$ cat src/rtl/sramx_arbiter_if.sv
// Request/response types and the split-handshake bus interface used by sramx_arbiter.
// The arbiter faces masters through the slave modport and the shared slave through the master modport.
package sramx_arbiter_pkg;

  typedef struct packed {
    logic        valid;
    logic        wr;
    logic [1:0]  size;
    logic [31:0] addr;
    logic [3:0]  wstrb;
    logic [31:0] wdata;
  } req_t;

  typedef struct packed {
    logic        addr_ok;
    logic        data_ok;
    logic [31:0] data;
  } resp_t;

endpackage

interface sramx_arbiter_if;
  import sramx_arbiter_pkg::*;

  req_t  req;
  resp_t resp;

  modport master (output req, input resp);
  modport slave  (input req, output resp);
endinterface

$ cat src/rtl/sramx_arbiter.sv
// Two-master to one-slave sramx arbiter with an owner-ID FIFO steering in-order data_ok back.
// Define SRAMX_ARB_RR_EN for round-robin grant; otherwise master 0 (dbus) has fixed priority.
module sramx_arbiter
  import sramx_arbiter_pkg::*;
#(
  parameter int MAX_OUTSTANDING = 4
) (
  input  logic            clk,
  input  logic            resetn,
  sramx_arbiter_if.slave  m0,
  sramx_arbiter_if.slave  m1,
  sramx_arbiter_if.master s,
  output logic            busy,
  output logic            err
);

  localparam int PW = $clog2(MAX_OUTSTANDING);
  localparam int CW = PW + 1;

  logic [PW-1:0]              head;
  logic [PW-1:0]              tail;
  logic [CW-1:0]              count;
  logic [MAX_OUTSTANDING-1:0] fifo;
  logic                       lock;
  logic                       lock_id;
`ifdef SRAMX_ARB_RR_EN
  logic                       rr;
`endif

  logic has_grant;
  logic grant_id;
  logic grant_valid;
  logic issue_ok;
  logic s_valid;
  logic push;
  logic pop;
  logic head_id;

  // A locked request keeps the bus even if a higher-priority master shows up.
  always_comb begin
    has_grant = 1'b0;
    grant_id  = 1'b0;
    if (lock) begin
      has_grant = 1'b1;
      grant_id  = lock_id;
    end
`ifdef SRAMX_ARB_RR_EN
    else if (m0.req.valid && m1.req.valid) begin
      has_grant = 1'b1;
      grant_id  = ~rr;
    end
`endif
    else if (m0.req.valid) begin
      has_grant = 1'b1;
      grant_id  = 1'b0;
    end else if (m1.req.valid) begin
      has_grant = 1'b1;
      grant_id  = 1'b1;
    end
  end

  // resetn gates issue so nothing leaks onto the bus while reset is held.
  assign issue_ok    = resetn && (count < CW'(MAX_OUTSTANDING));
  assign grant_valid = grant_id ? m1.req.valid : m0.req.valid;
  assign s_valid     = issue_ok && has_grant && grant_valid;
  assign push        = s_valid && s.resp.addr_ok;
  assign pop         = s.resp.data_ok && (count != '0);
  assign head_id     = fifo[head];
  assign busy        = (count != '0);

  always_comb begin
    s.req       = (issue_ok && has_grant && grant_id) ? m1.req : m0.req;
    s.req.valid = s_valid;
  end

  always_comb begin
    m0.resp         = s.resp;
    m0.resp.addr_ok = s.resp.addr_ok && issue_ok && has_grant && !grant_id && m0.req.valid;
    m0.resp.data_ok = pop && !head_id;
  end

  always_comb begin
    m1.resp         = s.resp;
    m1.resp.addr_ok = s.resp.addr_ok && issue_ok && has_grant && grant_id && m1.req.valid;
    m1.resp.data_ok = pop && head_id;
  end

  always_ff @(posedge clk or negedge resetn) begin
    if (!resetn) begin
      head    <= '0;
      tail    <= '0;
      count   <= '0;
      lock    <= 1'b0;
      lock_id <= 1'b0;
      err     <= 1'b0;
    end else begin
      // NOTE: non-blocking assignments keep every register sampling pre-edge values.
      if (push) tail <= tail + 1'b1;
      if (pop)  head <= head + 1'b1;

      case ({push, pop})
        2'b10:   count <= count + 1'b1;
        2'b01:   count <= count - 1'b1;
        default: count <= count;
      endcase

      if (push) begin
        lock <= 1'b0;
      end else if (s_valid) begin
        lock    <= 1'b1;
        lock_id <= grant_id;
      end

      if ((s.resp.data_ok && count == '0) || (s.resp.addr_ok && lock && !grant_valid))
        err <= 1'b1;
    end
  end

`ifdef SRAMX_ARB_RR_EN
  always_ff @(posedge clk or negedge resetn) begin
    if (!resetn)   rr <= 1'b0;
    else if (push) rr <= grant_id;
  end
`endif

  // NOTE: owner storage has no reset; an entry is only read while count marks it live.
  always_ff @(posedge clk) begin
    if (push) fifo[tail] <= grant_id;
  end

endmodule

$ cat src/flat_wrapper.sv
// flat-port wrapper written by rule: the top's interface ports become plain ports
module sramx_arbiter_flat import sramx_arbiter_pkg::*;
#(
  parameter int MAX_OUTSTANDING = 4
)
  (clk, resetn, busy, err, m0_req, m0_resp, m1_req, m1_resp, s_req, s_resp);
  sramx_arbiter_if m0_i ();
  sramx_arbiter_if m1_i ();
  sramx_arbiter_if s_i ();
  input  logic clk;
  input  logic resetn;
  output logic busy;
  output logic err;
  input wire logic [$bits(m0_i.req)-1:0] m0_req;
  output wire logic [$bits(m0_i.resp)-1:0] m0_resp;
  input wire logic [$bits(m1_i.req)-1:0] m1_req;
  output wire logic [$bits(m1_i.resp)-1:0] m1_resp;
  output wire logic [$bits(s_i.req)-1:0] s_req;
  input wire logic [$bits(s_i.resp)-1:0] s_resp;
  assign m0_i.req = m0_req;
  assign m0_resp = m0_i.resp;
  assign m1_i.req = m1_req;
  assign m1_resp = m1_i.resp;
  assign s_req = s_i.req;
  assign s_i.resp = s_resp;
  sramx_arbiter #(.MAX_OUTSTANDING(MAX_OUTSTANDING)) u_core (.clk(clk), .resetn(resetn), .m0(m0_i), .m1(m1_i), .s(s_i), .busy(busy), .err(err));
endmodule
$ cat config.mk
export PLATFORM = sky130hd
export DESIGN_NAME = sramx_arbiter_flat
export DESIGN_NICKNAME = d
export VERILOG_FILES = /design/src/rtl/sramx_arbiter_if.sv /design/src/rtl/sramx_arbiter.sv /design/src/flat_wrapper.sv
export SDC_FILE = /design/constraint.sdc
export NUM_CORES = 1
export LEC_CHECK = 0
export BUFFER_PORTS_ARGS = -buffer_cell sky130_fd_sc_hd__buf_4
export CAP_MARGIN = 25
export CORE_AREA = 2 2 123 125
export CTS_CLUSTER_DIAMETER = 100
export DETAILED_ROUTE_END_ITERATION = 7
export DIE_AREA = 0 0 125 127
export MAX_ROUTING_LAYER = met4
export PLACE_DENSITY = 0.59
export SLEW_MARGIN = 20
export SYNTH_ARGS = -nofsm -noshare
export SYNTH_HDL_FRONTEND = slang
export SYNTH_SLANG_ARGS = --single-unit
$ cat constraint.sdc
create_clock -name clk -period 4 [get_ports clk]
set_clock_uncertainty 0.2 [all_clocks]
set_input_delay 0.2 -clock clk [delete_from_list [all_inputs] [get_ports clk]]
set_output_delay 0.2 -clock clk [all_outputs]
set_load 0.05 [all_outputs]
==> results.cfg <==
[power_and_ir_drop]
power_frac_seq_pct = 14.8
pwr-share-clk_pct = 10.6
powerDensity_mw_per_mm2 = 448
p_int_w = 0.000894
pwr-share-comb_pct = 74.6
vdd.ir_drop.worst_v = 0.000282
p_leak_nw = 2.15
p_total_w = 0.00176
switchingPower_w = 0.000865
power.share.switching_pct = 49.2

[worst_setup_path]
cp_cell_sequence = dlygate4sd3_1, buf_4, nand2b_1, a21o_4, buf_16, buf_4, mux2_4, buf_4
path_common_cell = buf_4
critical_path_class = input port to output port
path_max_fanout = 40
cp_slowest_cell = dlygate4sd3_1
cp.required_ns = 3.60
worstSetupStartpointType = input port
critPathArrivalTime_ns = 2.67
cpPeakStageDelay_ns = 0.53
critPathCaptureType = output port

[synth]
synth_commonest_cells = 69 x mux2_4, 65 x buf_4, 10 x dfrtp_1, 8 x inv_1, 7 x buf_12
postSynth.asyncResetShare_pct = 71.4
synth-edff-count = 4
syn_area_mm2 = 0.00248
ys_ff_latch = 14
synth.area.top_cells = mux2_4 42%, buf_4 20%, dfrtp_1 10%
syn_nets = 398
yosysTopAreaCellShare_pct = 41.8
synth_most_common_cell = mux2_4
avgSynthCellArea_um2 = 11.7
yosysWarnings = 0
synth_ff_type = dfrtp_1
synth_cells = 212
synth_cell_type_count = 30
synth_top_cell_by_area = mux2_4
ys_seq_area_share_pct = 15.0

[global_routing]
antenna_found_initial = 0
grt_pass1_wl_mm = 12.2
grt_overflow_total = 0
grt_pass1_vias = 2187
grt_use_total_pct = 9.80
grt_max_degree = 64

[floorplan]
start_util_pct = 17.2
die_x_um = 125
ios = 322
die_area_mm2 = 0.0159
core.rowCount = 44
fp.dieH_um = 127
coreArea_mm2 = 0.0144

[final_layout]
drive_gt1_share_pct = 81.6
area.growth.synth_to_final_pct = 58.5
antenna_cells = 0
final_cell_count_no_fill = 559
nets = 562

[clock_network]
cts_buffer_depth = 2
cts_resized = 0
insertion_delay_ns = 0.24
cts-root-buf = clkbuf_16
cts_sinks = 14
numCtsBuffers = 3
htreeDepth = 1
cts.clk_slew.worst_paths_ns = 0.04
cts_tree = done

[place]
port_buffers = 225
dp.cells = 550
gp_congestion = 0.795
dpl.hpwl_mm = 7.47

[sta]
rsz0062_at_grt = false
fin_crit_sh_pct = 76.9
period_needed_ns = 3.07
worst_pin_slew_ns = 0.500
hold_violations = 0
relSlewSlack_pct = 65.7
setup_viol = 0
whs_ns = 0.0700
tns_ns = 0
slew_viol_final = 0
clock.fmax_ghz = 0.325

[detailed_routing]
avgViaCountPerCell = 3.75
drt_iter0_markers = 27
wl_mm = 8.51
route.detailed.drc = 0
via_count = 2095
wl_per_cell_um = 15.2
dr.pass1.iters = 4
antenna_left = 0

[run_status]
outcome = finished, final reports clean

[worst_hold_path]
hold_path_class = input port to register

[run]
drv_cap = 0
-- logic make-up (layout without fill, tap and decap cells) --
| kind of cell | Yosys count | after routing | share of synthesized area, % |
|---|---|---|---|
| AO/OA/AOI/OAI | 9 | 9 | 3.18 |
| XOR/XNOR | 6 | 6 | 2.12 |
| adder cells (fa/ha/maj) | 6 | 6 | 3.34 |
| buffers and inverters | 81 | 244 | 27.0 |
| flip-flops | 14 | 14 | 15.0 |
| multiplexers | 75 | 75 | 44.9 |
| AND/OR/NAND/NOR | 21 | 21 | 4.45 |
-- final timing paths --
check | from | to | slack (ns) | cells after the start
setup / recovery | resetn | s_req[7] | 0.93 | 8
hold / removal | m1_req[71] | u_core.lock_id | 0.07 | 3
setup reg to reg | u_core.lock_id | u_core.count[2] | 1.54 | 9
hold reg to reg | u_core.err | u_core.err | 0.28 | 2
max in group asynchronous | resetn | u_core.head[0] | 3.33 | 2
min in group asynchronous | resetn | u_core.count[1] | 0.12 | 2
-- worst max-delay path, delay by kind of cell --
kind | cells | cell delay [ns]
AOI/OAI and AO/OA | 1 | 0.41
muxes | 1 | 0.31
buffers and inverters | 5 | 1.46
and+or+nand+nor | 1 | 0.24
-- flip-flops by register name (all words and copies together) (netlist names) --
name,count
u_core.fifo,4
u_core.count,3
u_core.head,2
u_core.tail,2
u_core.err,1
u_core.lock,1
u_core.lock_id,1
-- timing repair --
action	CTS	global route
endpoints found under the hold margin	13	0
hold buffers	4	0
buffers inserted	0	0
-- final cells by class --
type                    count  area (um2)
fillers                  1517       10500
clock buffers               3        75.1
repair buffers            232        1770
clock inverters             1        3.75
well taps                 184         230
multi-input cells         117        1440
flip-flops and latches     14         370
inverters                   8        30.0
-- per-stage QoR --
step                      instance area [um2]  util [%]  setup WS [ns]
after floorplan                          2480         -           1.60
after global routing                     3930      27.2          0.793
after global placement                   3780      26.2           1.24
after detailed placement                 3780      26.2           1.18
after CTS                                3900      27.0          0.700
final                                    3930      27.2          0.926
-- routing by layer --
layer / wire [um] / GRT usage, % / vias up
met5: 0 / - / -
li1: - / - / 988
met1: 3230 / 11.5 / 921
met3: 1190 / 5.49 / 10
met4: 107 / 1.76 / 0
met2: 3990 / 15.0 / 176
-- cells in the final DEF (no fill, tap or decap), drive strengths merged, types with 2 or more instances in the layout --
cell         instances
a21oi                3
nand2                5
edfxtp               4
ha                   5
and2                 5
nor2                 4
mux2                72
buf                228
clkbuf               3
xor2                 3
xnor2                3
mux2i                2
inv                  8
nand3                2
dfrtp               10
dlygate4sd3          4
-- power groups by stage --
stage / combinational (W) / clock, W / sequential [W]
5_1_grt: 0.00138 / 0.000198 / 0.000270
3_5_place_dp: 0.00132 / 0 / 0.000263
4_1_cts: 0.00133 / 0.000193 / 0.000261
3_3_place_gp: 0.00130 / 0 / 0.000259
6_report: 0.00131 / 0.000186 / 0.000260
2_1_floorplan: 0.00118 / 0 / 0.000250
No activity file was read; power rests on OpenSTA's default activity.
